File: config.mk
export PLATFORM = sky130hd
export DESIGN_NAME = wb_watchdog
export DESIGN_NICKNAME = d
export VERILOG_FILES = /design/src/rtl/wb_watchdog.sv
export SDC_FILE = /design/constraint.sdc
export NUM_CORES = 1
export LEC_CHECK = 0
export ABC_AREA = 1
export CAP_MARGIN = 30
export CORE_UTILIZATION = 50
export CTS_CLUSTER_DIAMETER = 120
export DETAILED_ROUTE_END_ITERATION = 6
export GPL_TIMING_DRIVEN = 0
export PLACE_DENSITY_LB_ADDON = 0.15
export REMOVE_ABC_BUFFERS = 1
export SYNTH_ARGS = -nofsm -noshare
export SYNTH_HDL_FRONTEND = slang
export SYNTH_SLANG_ARGS = --single-unit
File: constraint.sdc
create_clock -name clk_i -period 6.1 [get_ports clk_i]
set_input_delay 1.22 -clock clk_i [delete_from_list [all_inputs] [get_ports clk_i]]
set_output_delay 1.22 -clock clk_i [all_outputs]
set_load 0.02 [all_outputs]
File: src/rtl/wb_watchdog.sv
// Two-stage Wishbone watchdog: the first timeout raises a bark interrupt, and a
// second unserviced timeout (or a kick with the wrong key) raises a latched reset request.
module wb_watchdog #(
    parameter int unsigned WIDTH    = 32,
    parameter int unsigned PRESCALE = 1024,
    parameter logic [31:0] KEY      = 32'h5A5A_C3C3
) (
    input  logic        clk_i,
    input  logic        nrst_i,
    input  logic [2:0]  wb_adr_i,
    input  logic [31:0] wb_dat_i,
    output logic [31:0] wb_dat_o,
    input  logic        wb_we_i,
    input  logic        wb_cyc_i,
    input  logic        wb_stb_i,
    output logic        wb_ack_o,
    output logic        irq_o,
    output logic        wdt_rst_o
);

    localparam int unsigned     PW        = (PRESCALE > 1) ? $clog2(PRESCALE) : 1;
    localparam logic [PW-1:0]   PRESC_MAX = PW'(PRESCALE - 1);
    localparam logic [WIDTH-1:0] CNT_ONE  = WIDTH'(1);

    localparam logic [2:0] ADR_CTRL   = 3'd0;
    localparam logic [2:0] ADR_LOAD   = 3'd1;
    localparam logic [2:0] ADR_COUNT  = 3'd2;
    localparam logic [2:0] ADR_KICK   = 3'd3;
    localparam logic [2:0] ADR_STATUS = 3'd4;

    typedef enum logic [1:0] {
        S_IDLE,
        S_RUN,
        S_BARKED,
        S_BITTEN
    } state_t;

    state_t            state_q, state_d;
    logic [2:0]        ctrl_q, ctrl_d;
    logic [WIDTH-1:0]  load_q, load_d;
    logic [WIDTH-1:0]  count_q, count_d;
    logic [PW-1:0]     presc_q, presc_d;
    logic              bark_q, bark_d;
    logic              bite_q, bite_d;
    logic              irq_q, irq_d;
    logic              ack_q, ack_d;
    logic [31:0]       dat_q, dat_d;

    logic              bus_req;
    logic              bus_wr;
    logic              bus_rd;
    logic              running;
    logic              tick;
    logic              locked;

    always_ff @(posedge clk_i or negedge nrst_i) begin
        if (!nrst_i) begin
            state_q <= S_IDLE;
            ctrl_q  <= '0;
            load_q  <= '1;
            count_q <= '0;
            presc_q <= '0;
            bark_q  <= 1'b0;
            bite_q  <= 1'b0;
            irq_q   <= 1'b0;
            ack_q   <= 1'b0;
            dat_q   <= '0;
        end else begin
            state_q <= state_d;
            ctrl_q  <= ctrl_d;
            load_q  <= load_d;
            count_q <= count_d;
            presc_q <= presc_d;
            bark_q  <= bark_d;
            bite_q  <= bite_d;
            irq_q   <= irq_d;
            ack_q   <= ack_d;
            dat_q   <= dat_d;
        end
    end

    always_comb begin
        state_d = state_q;
        ctrl_d  = ctrl_q;
        load_d  = load_q;
        count_d = count_q;
        presc_d = presc_q;
        bark_d  = bark_q;
        bite_d  = bite_q;
        dat_d   = '0;

        bus_req = wb_cyc_i & wb_stb_i & ~ack_q;
        bus_wr  = bus_req & wb_we_i;
        bus_rd  = bus_req & ~wb_we_i;
        ack_d   = bus_req;
        locked  = ctrl_q[2];
        running = (state_q == S_RUN) || (state_q == S_BARKED);
        tick    = running && (presc_q == PRESC_MAX);

        if (running) begin
            presc_d = tick ? '0 : presc_q + PW'(1);
        end

        if (tick) begin
            if (count_q <= CNT_ONE) begin
                count_d = load_q;
                if (state_q == S_RUN) begin
                    state_d = S_BARKED;
                    bark_d  = 1'b1;
                end else begin
                    state_d = S_BITTEN;
                    bite_d  = 1'b1;
                end
            end else begin
                count_d = count_q - CNT_ONE;
            end
        end

        // Bus writes are evaluated after the tick so a kick or disable on a tick edge wins.
        if (bus_wr) begin
            case (wb_adr_i)
                ADR_CTRL: begin
                    if (!locked) begin
                        ctrl_d = wb_dat_i[2:0];
                        if (state_q == S_IDLE && wb_dat_i[0]) begin
                            state_d = S_RUN;
                            count_d = load_q;
                            presc_d = '0;
                        end else if (running && !wb_dat_i[0]) begin
                            state_d = S_IDLE;
                            bark_d  = 1'b0;
                            count_d = count_q;
                            presc_d = presc_q;
                        end
                    end
                end
                ADR_LOAD: begin
                    if (!locked) begin
                        load_d = wb_dat_i[WIDTH-1:0];
                    end
                end
                ADR_KICK: begin
                    if (ctrl_q[0]) begin
                        if (wb_dat_i == KEY) begin
                            if (running) begin
                                state_d = S_RUN;
                                count_d = load_q;
                                presc_d = '0;
                                bark_d  = 1'b0;
                            end
                        end else begin
                            state_d = S_BITTEN;
                            bite_d  = 1'b1;
                        end
                    end
                end
                ADR_STATUS: begin
                    if (wb_dat_i[0]) begin
                        bark_d = 1'b0;
                        if (state_d == S_BARKED) begin
                            state_d = S_RUN;
                        end
                    end
                end
                default: ;
            endcase
        end

        if (bus_rd) begin
            case (wb_adr_i)
                ADR_CTRL:   dat_d[2:0]       = ctrl_q;
                ADR_LOAD:   dat_d[WIDTH-1:0] = load_q;
                ADR_COUNT:  dat_d[WIDTH-1:0] = count_q;
                ADR_STATUS: dat_d[1:0]       = {bite_q, bark_q};
                default:    dat_d            = '0;
            endcase
        end

        irq_d = bark_d & ctrl_d[1];
    end

    assign wb_ack_o  = ack_q;
    assign wb_dat_o  = dat_q;
    assign irq_o     = irq_q;
    assign wdt_rst_o = bite_q;

endmodule

==> metrics.csv, run 1 <==
stage,metric,value,unit
status,status,"finished, final reports clean",
worst_setup_path,critPathMaxStageDelay,0.79,ns
timing,hold_viol,0,
place,place_congestion,0.909,
yosys,synth_area,7770,sq um
floorplan,fp.dieW,127,microns
yosys,synth_top_area_share,26.7,%
clock_tree,insertion_delay,0.42,ns
clock_tree,cts_resized,0,
yosys,synth_ff_type,dfrtp_1,
power_and_ir_drop,p_leak,4.56,nW
grt,grt_max_degree,75,
clock_tree,root_buffer,clkbuf_16,
yosys,avgSynthCellArea,6.67,sq um
worst_setup_path,critical_path_class,register to register,
floorplan,rows,45,
yosys,seq_area_frac_synth,37.5,%
timing,period_needed,4.26,ns
timing,fin_crit_sh,69.9,%
timing,rsz0062_at_grt,false,
clock_tree,htreeDepth,4,
floorplan,die_area,16000,sq um
drt,drc,0,
clock_tree,post-cts-setup-buffer-count,0,
place,dpl.hpwl,15200,microns
worst_setup_path,crit_chain,"inv_1, ha_1, nand4_2, inv_2, nand3_2, inv_2, nand2_1, nand2_1, a21oi_1, nor2_1, nor2_1",
yosys,async_flop_share,100,%
timing,clock.fmax,0.235,GHz
worst_setup_path,critPathSlowestCell,nand3_2,
drt,wire_per_inst,15.6,microns
timing,finClkSkew,0.00969,ns
grt,globalRouteOverflowTotal,0,
timing,worstMarginPinSlew,0.910,ns
timing,setup_tns,0,ns
floorplan,core,15200,sq um
floorplan,ios,75,
worst_setup_path,start_kind,register,
worst_setup_path,critPathCaptureType,register,
timing,maxSlewViolCount,0,
clock_tree,clk_path_buf_depth,2,
yosys,ys_warn_count,0,
power_and_ir_drop,ir_worst_vdd,0.188,mV
worst_setup_path,crit_fanout,40,
worst_setup_path,crit_family,simple AND/OR/NAND/NOR gates,
drt,routed_via_density,5.44,
cells_and_area,stdcell_count,1419,
cells_and_area,n_fill_cell,1414,
clock_tree,postCtsHoldBufs,0,
drt,wl,22100,microns
timing,setup_violations,0,
worst_setup_path,required,6.40,ns
drt,antenna_left,0,
place,placed_area,8730,sq um
clock_tree,path_clk_slew,0.06,ns
yosys,yosys.area.top_type,dfrtp_1,
floorplan,chipHeight,127,microns
grt,grt_pass1_wl,36800,microns
worst_setup_path,critical_path_arrival,4.57,ns
cells_and_area,area_delta_synth_final,19.8,%
floorplan,initial_utilization,51.1,%
timing,relSlewSlack,39.3,%
worst_setup_path,worst-path-buf-inv,3,
drt,vias,7725,
place,port_buffers,74,
yosys,synth.area.top_cells,"dfrtp_1 (27%), nand2_1 (15%), dfstp_2 (11%)",
drt,drt-initial-drc-count,614,
clock_tree,cts_buffers,17,
yosys,synth-seq-cells,115,
yosys,synth_edf_count,0,
min_path,hold_class,register to register,
yosys,yosys.cell_types.count,45,
run,cap_violations,0,
cells_and_area,diodes,0,
cells_and_area,fin_nets,1265,
cells_and_area,fin_util,61.3,%
power_and_ir_drop,totalPowerFinal,2.17,mW
yosys,syn_inst,1166,
yosys,netlist_top_cells_count,"nand2_1 (318), nor2_1 (189), inv_1 (130)",
yosys,yosysMostFrequentCell,nand2_1,
drt,first_pass_iters,6,
cells_and_area,fin_area,9310,sq um
clock_tree,cts_tree,yes,
grt,antenna_found_initial,0,
place,dp.cells,1387,
grt,grt.total_usage,29.3,%
cells_and_area,drive_gt1_share,11.2,%
power_and_ir_drop,power_density,233,nW/um^2
grt,first_global_vias,7279,
clock_tree,clkSinkCount,115,
logic make-up after synthesis:
logic type | count (synthesis) | share of synthesized area [%]
buffers and inverters | 189 | 9.92
adder cells (fa/ha/maj) | 7 | 1.13
flip-flops | 115 | 37.5
AND/OR/NAND/NOR | 672 | 37.4
multiplexers | 13 | 1.88
AO/OA/AOI/OAI | 161 | 11.1
XOR/XNOR | 9 | 1.01
flip-flops by register name, summed over array words and instances (netlist names):
signal / flops
irq_o: 1
presc_q: 10
state_q: 2
wb_ack_o: 1
wdt_rst_o: 1
wb_dat_o: 32
ctrl_q: 3
load_q: 32
count_q: 32
bark_q: 1
final cells by class:
class / count / area, sq um / share of cell area, %
Clock buffer: 20 / 457 / 4.90
Clock inverter: 12 / 131 / 1.41
Inverter: 139 / 522 / 5.60
Multi-Input combinational cell: 862 / 4090 / 44.0
Sequential cell: 115 / 2920 / 31.3
Tap cell: 188 / 235 / 2.53
Timing Repair Buffer: 83 / 957 / 10.3
power breakdown:
part | internal (mW) | switching [mW]
logic | 0.131 | 0.225
registers | 0.791 | 0.0236
clock network | 0.622 | 0.373
total | 1.54 | 0.621
through the flow:
stage / worst slack [ns] / hold WS [ns]
after floorplan: 2.39 / 0.475
after CTS: 1.84 / 0.493
after global routing: 1.48 / 0.521
final: 1.84 / 0.490
after global placement: -0.772 / 0.482
after detailed placement: 1.53 / 0.477
cells in the final DEF, fill, tap and decap left out, drive strengths merged, types with 6 or more instances in the layout:
cell type      instances
a21oi                 56
buf                   10
clkbuf                20
clkdlybuf4s50         73
clkinv                 6
dfrtp                 83
dfstp                 32
ha                     7
inv                  139
mux2                  13
nand2                330
nand3                 89
nand4                 23
nor2                 211
nor3                  15
o21ai                 81
xor2                   7
worst paths after layout:
check | from | endpoint | slack [ns] | cells after the start
worst max-delay path | state_q[0] | state_q[0] | 1.84 | 11
worst min-delay path | wb_ack_o | wb_ack_o | 0.49 | 1
worst max register to register | state_q[0] | state_q[0] | 1.84 | 11
worst min register to register | wb_ack_o | wb_ack_o | 0.49 | 1
max in group asynchronous | nrst_i | load_q[14] | 4.65 | 2
min in group asynchronous | nrst_i | wb_dat_o[25] | 0.71 | 1
layer usage:
layer | vias up | wire length, microns | global-route usage, % | part of all wire [%]
li1 | 3804 | - | - | -
met1 | 3600 | 9730 | 39.3 | 44
met2 | 299 | 10500 | 48.5 | 48
met3 | 22 | 1540 | 4.77 | 7.0
met4 | 0 | 329 | 9.66 | 1.5
met5 | - | 0 | 0 | 0
Power figures use the tool's default switching activity.
==> run 2: changes to the inputs <==
==> constraint.sdc (replaced) <==
create_clock -name clk_i -period 3.7 [get_ports clk_i]
set_input_delay 0.74 -clock clk_i [delete_from_list [all_inputs] [get_ports clk_i]]
set_output_delay 0.74 -clock clk_i [all_outputs]
set_load 0.02 [all_outputs]
==> run 2 against run 1 <==
Against the previous run:
- first-iteration DRC count grew 7.0%
- largest power group unchanged
- utilization is 0.38 points higher
- non-clock buffer count grew 4
- total power is 65% higher
==> metrics.csv, run 2 (same netlist as run 1, synthesis figures left out) <==
stage,metric,value,unit,change
place,dp.cells,1387,,unchanged
timing,fin_crit_sh,93.0,%,
worst_setup_path,start_kind,input port,,was register
cells_and_area,stdcell_count,1423,,was 1419
timing,relSlewSlack,46.9,%,was 39.3%
drt,drt-initial-drc-count,657,,was 614
grt,grt.total_usage,29.3,%,about the same
run,cap_violations,0,,unchanged
clock_tree,clk_path_buf_depth,2,,unchanged
timing,setup_tns,0,ns,unchanged
power_and_ir_drop,totalPowerFinal,3.58,mW,was 2.17 mW
timing,finClkSkew,0.00892,ns,was 0.00969 ns
worst_setup_path,critical_path_class,input port to register,,was register to register
grt,grt_pass1_wl,36800,microns,about the same
clock_tree,cts_tree,yes,,unchanged
drt,drc,0,,unchanged
timing,setup_violations,0,,unchanged
worst_setup_path,ff2ff_path_depth,11,,unchanged
cells_and_area,diodes,0,,unchanged
cells_and_area,final_common_cell,nand2_1,,unchanged
power_and_ir_drop,ir_worst_vdd,0.316,mV,was 0.188 mV
drt,wire_per_inst,15.6,microns,about the same
place,port_buffers,74,,unchanged
worst_setup_path,crit_fanout,37,,was 40
grt,grt_max_degree,75,,unchanged
floorplan,initial_utilization,51.1,%,unchanged
clock_tree,cts_buffers,17,,unchanged
floorplan,core,15200,sq um,unchanged
drt,vias,7758,,was 7725
floorplan,rows,45,,unchanged
floorplan,fp.dieW,127,microns,unchanged
floorplan,ios,75,,unchanged
power_and_ir_drop,power_density,382,nW/um^2,was 233 nW/um^2
drt,wl,22200,microns,was 22100 microns
floorplan,die_area,16000,sq um,unchanged
drt,antenna_left,0,,unchanged
drt,first_pass_iters,5,,was 6
place,dpl.hpwl,15200,microns,unchanged
clock_tree,insertion_delay,0.42,ns,about the same
drt,routed_via_density,5.45,,was 5.44
cells_and_area,drive_gt1_share,11.6,%,was 11.2%
clock_tree,postCtsHoldBufs,0,,unchanged
cells_and_area,fin_nets,1269,,was 1265
min_path,hold_class,input port to async pin,,was register to register
place,place_congestion,0.909,,unchanged
timing,period_needed,3.44,ns,
clock_tree,path_clk_slew,0.05,ns,was 0.06 ns
timing,clock.fmax,0.291,GHz,
timing,rsz0062_at_grt,false,,unchanged
clock_tree,htreeDepth,4,,unchanged
worst_setup_path,critPathCaptureType,register,,unchanged
floorplan,chipHeight,127,microns,unchanged
grt,first_global_vias,7277,,was 7279
clock_tree,clkSinkCount,115,,unchanged
power_and_ir_drop,p_leak,4.58,nW,was 4.56 nW
worst_setup_path,critical_path_arrival,3.75,ns,was 4.57 ns
timing,maxSlewViolCount,0,,unchanged
grt,globalRouteOverflowTotal,0,,unchanged
worst_setup_path,required,4.00,ns,was 6.40 ns
timing,worstMarginPinSlew,0.796,ns,was 0.910 ns
clock_tree,root_buffer,clkbuf_16,,unchanged
cells_and_area,final_cell_mix,"nand2_1 (318), nor2_1 (189), inv_1 (130)",,unchanged
cells_and_area,n_fill_cell,1405,,was 1414
timing,hold_viol,0,,unchanged
grt,antenna_found_initial,0,,unchanged
status,status,"finished, final reports clean",,unchanged
cells_and_area,area_delta_synth_final,20.6,%,was 19.8%
## run 2: per-stage QoR
stage	utilization (%)	setup slack [ns]	area, sq um	hold WS (ns)
final	61.6	0.259	9370	0.221
after global routing	61.6	0.0211	9370	0.256
after CTS	61.3	0.0269	9320	0.239
after detailed placement	57.4	-0.528	8730	0.477
after global placement	55.9	-2.69	8500	0.482
after floorplan	-	0.466	7520	0.444
## run 2: final timing paths
kind / from / endpoint / slack, ns
min reg2reg: wb_ack_o / wb_ack_o / 0.49
max: wb_stb_i / count_q[1] / 0.26
max in group asynchronous: nrst_i / load_q[14] / 2.73
min in group clk_i: wb_ack_o / wb_ack_o / 0.49
min: nrst_i / wb_dat_o[25] / 0.22
max reg2reg: state_q[0] / state_q[0] / 0.42
## run 2: metal layers
layer	wire length, microns	global-route usage, %
met4	414	9.66
met5	0	0
met3	1580	4.77
met2	10500	48.7
met1	9690	39.3
## run 2: where the power goes
group / total (mW) / switching, mW / leakage [nW] / internal, mW
Sequential: 1.34 / 0.0391 / 1.46 / 1.30
Clock: 1.64 / 0.616 / 0.278 / 1.02
Combinational: 0.595 / 0.376 / 2.84 / 0.220
Total: 3.58 / 1.03 / 4.58 / 2.55
## run 2: cell type report
type                       instances  area, sq um  share of cell area, %
multi-input combinational        862         4120                   43.9
sequential                       115         2920                   31.1
timing repair buffer              87          987                   10.5
inverter                         139          526                   5.61
clock buffer                      20          457                   4.87
tap                              188          235                   2.51
clock inverter                    12          131                   1.40
## run 2: what timing repair did
| action | CTS | global route |
|---|---|---|
| endpoints found under the setup margin | 27 | 40 |
| pin swaps | 0 | 2 |
| setup buffers | 0 | 4 |
| gates resized for setup | 2 | 5 |
## run 2: worst max-delay path, cell delays in order
cell	delay, ns
clkdlybuf4s50_1	0.45
nand2_1	0.07
nor2_4	0.11
nand2_1	0.28
buf_16	0.27
inv_2	0.39
nand2_2	0.17
inv_2	0.10
nor2_1	0.05
nor2_1	0.18
nand2_4	0.29
nand2_1	0.22
inv_1	0.12
o21ai_0	0.20
nand2_1	0.08
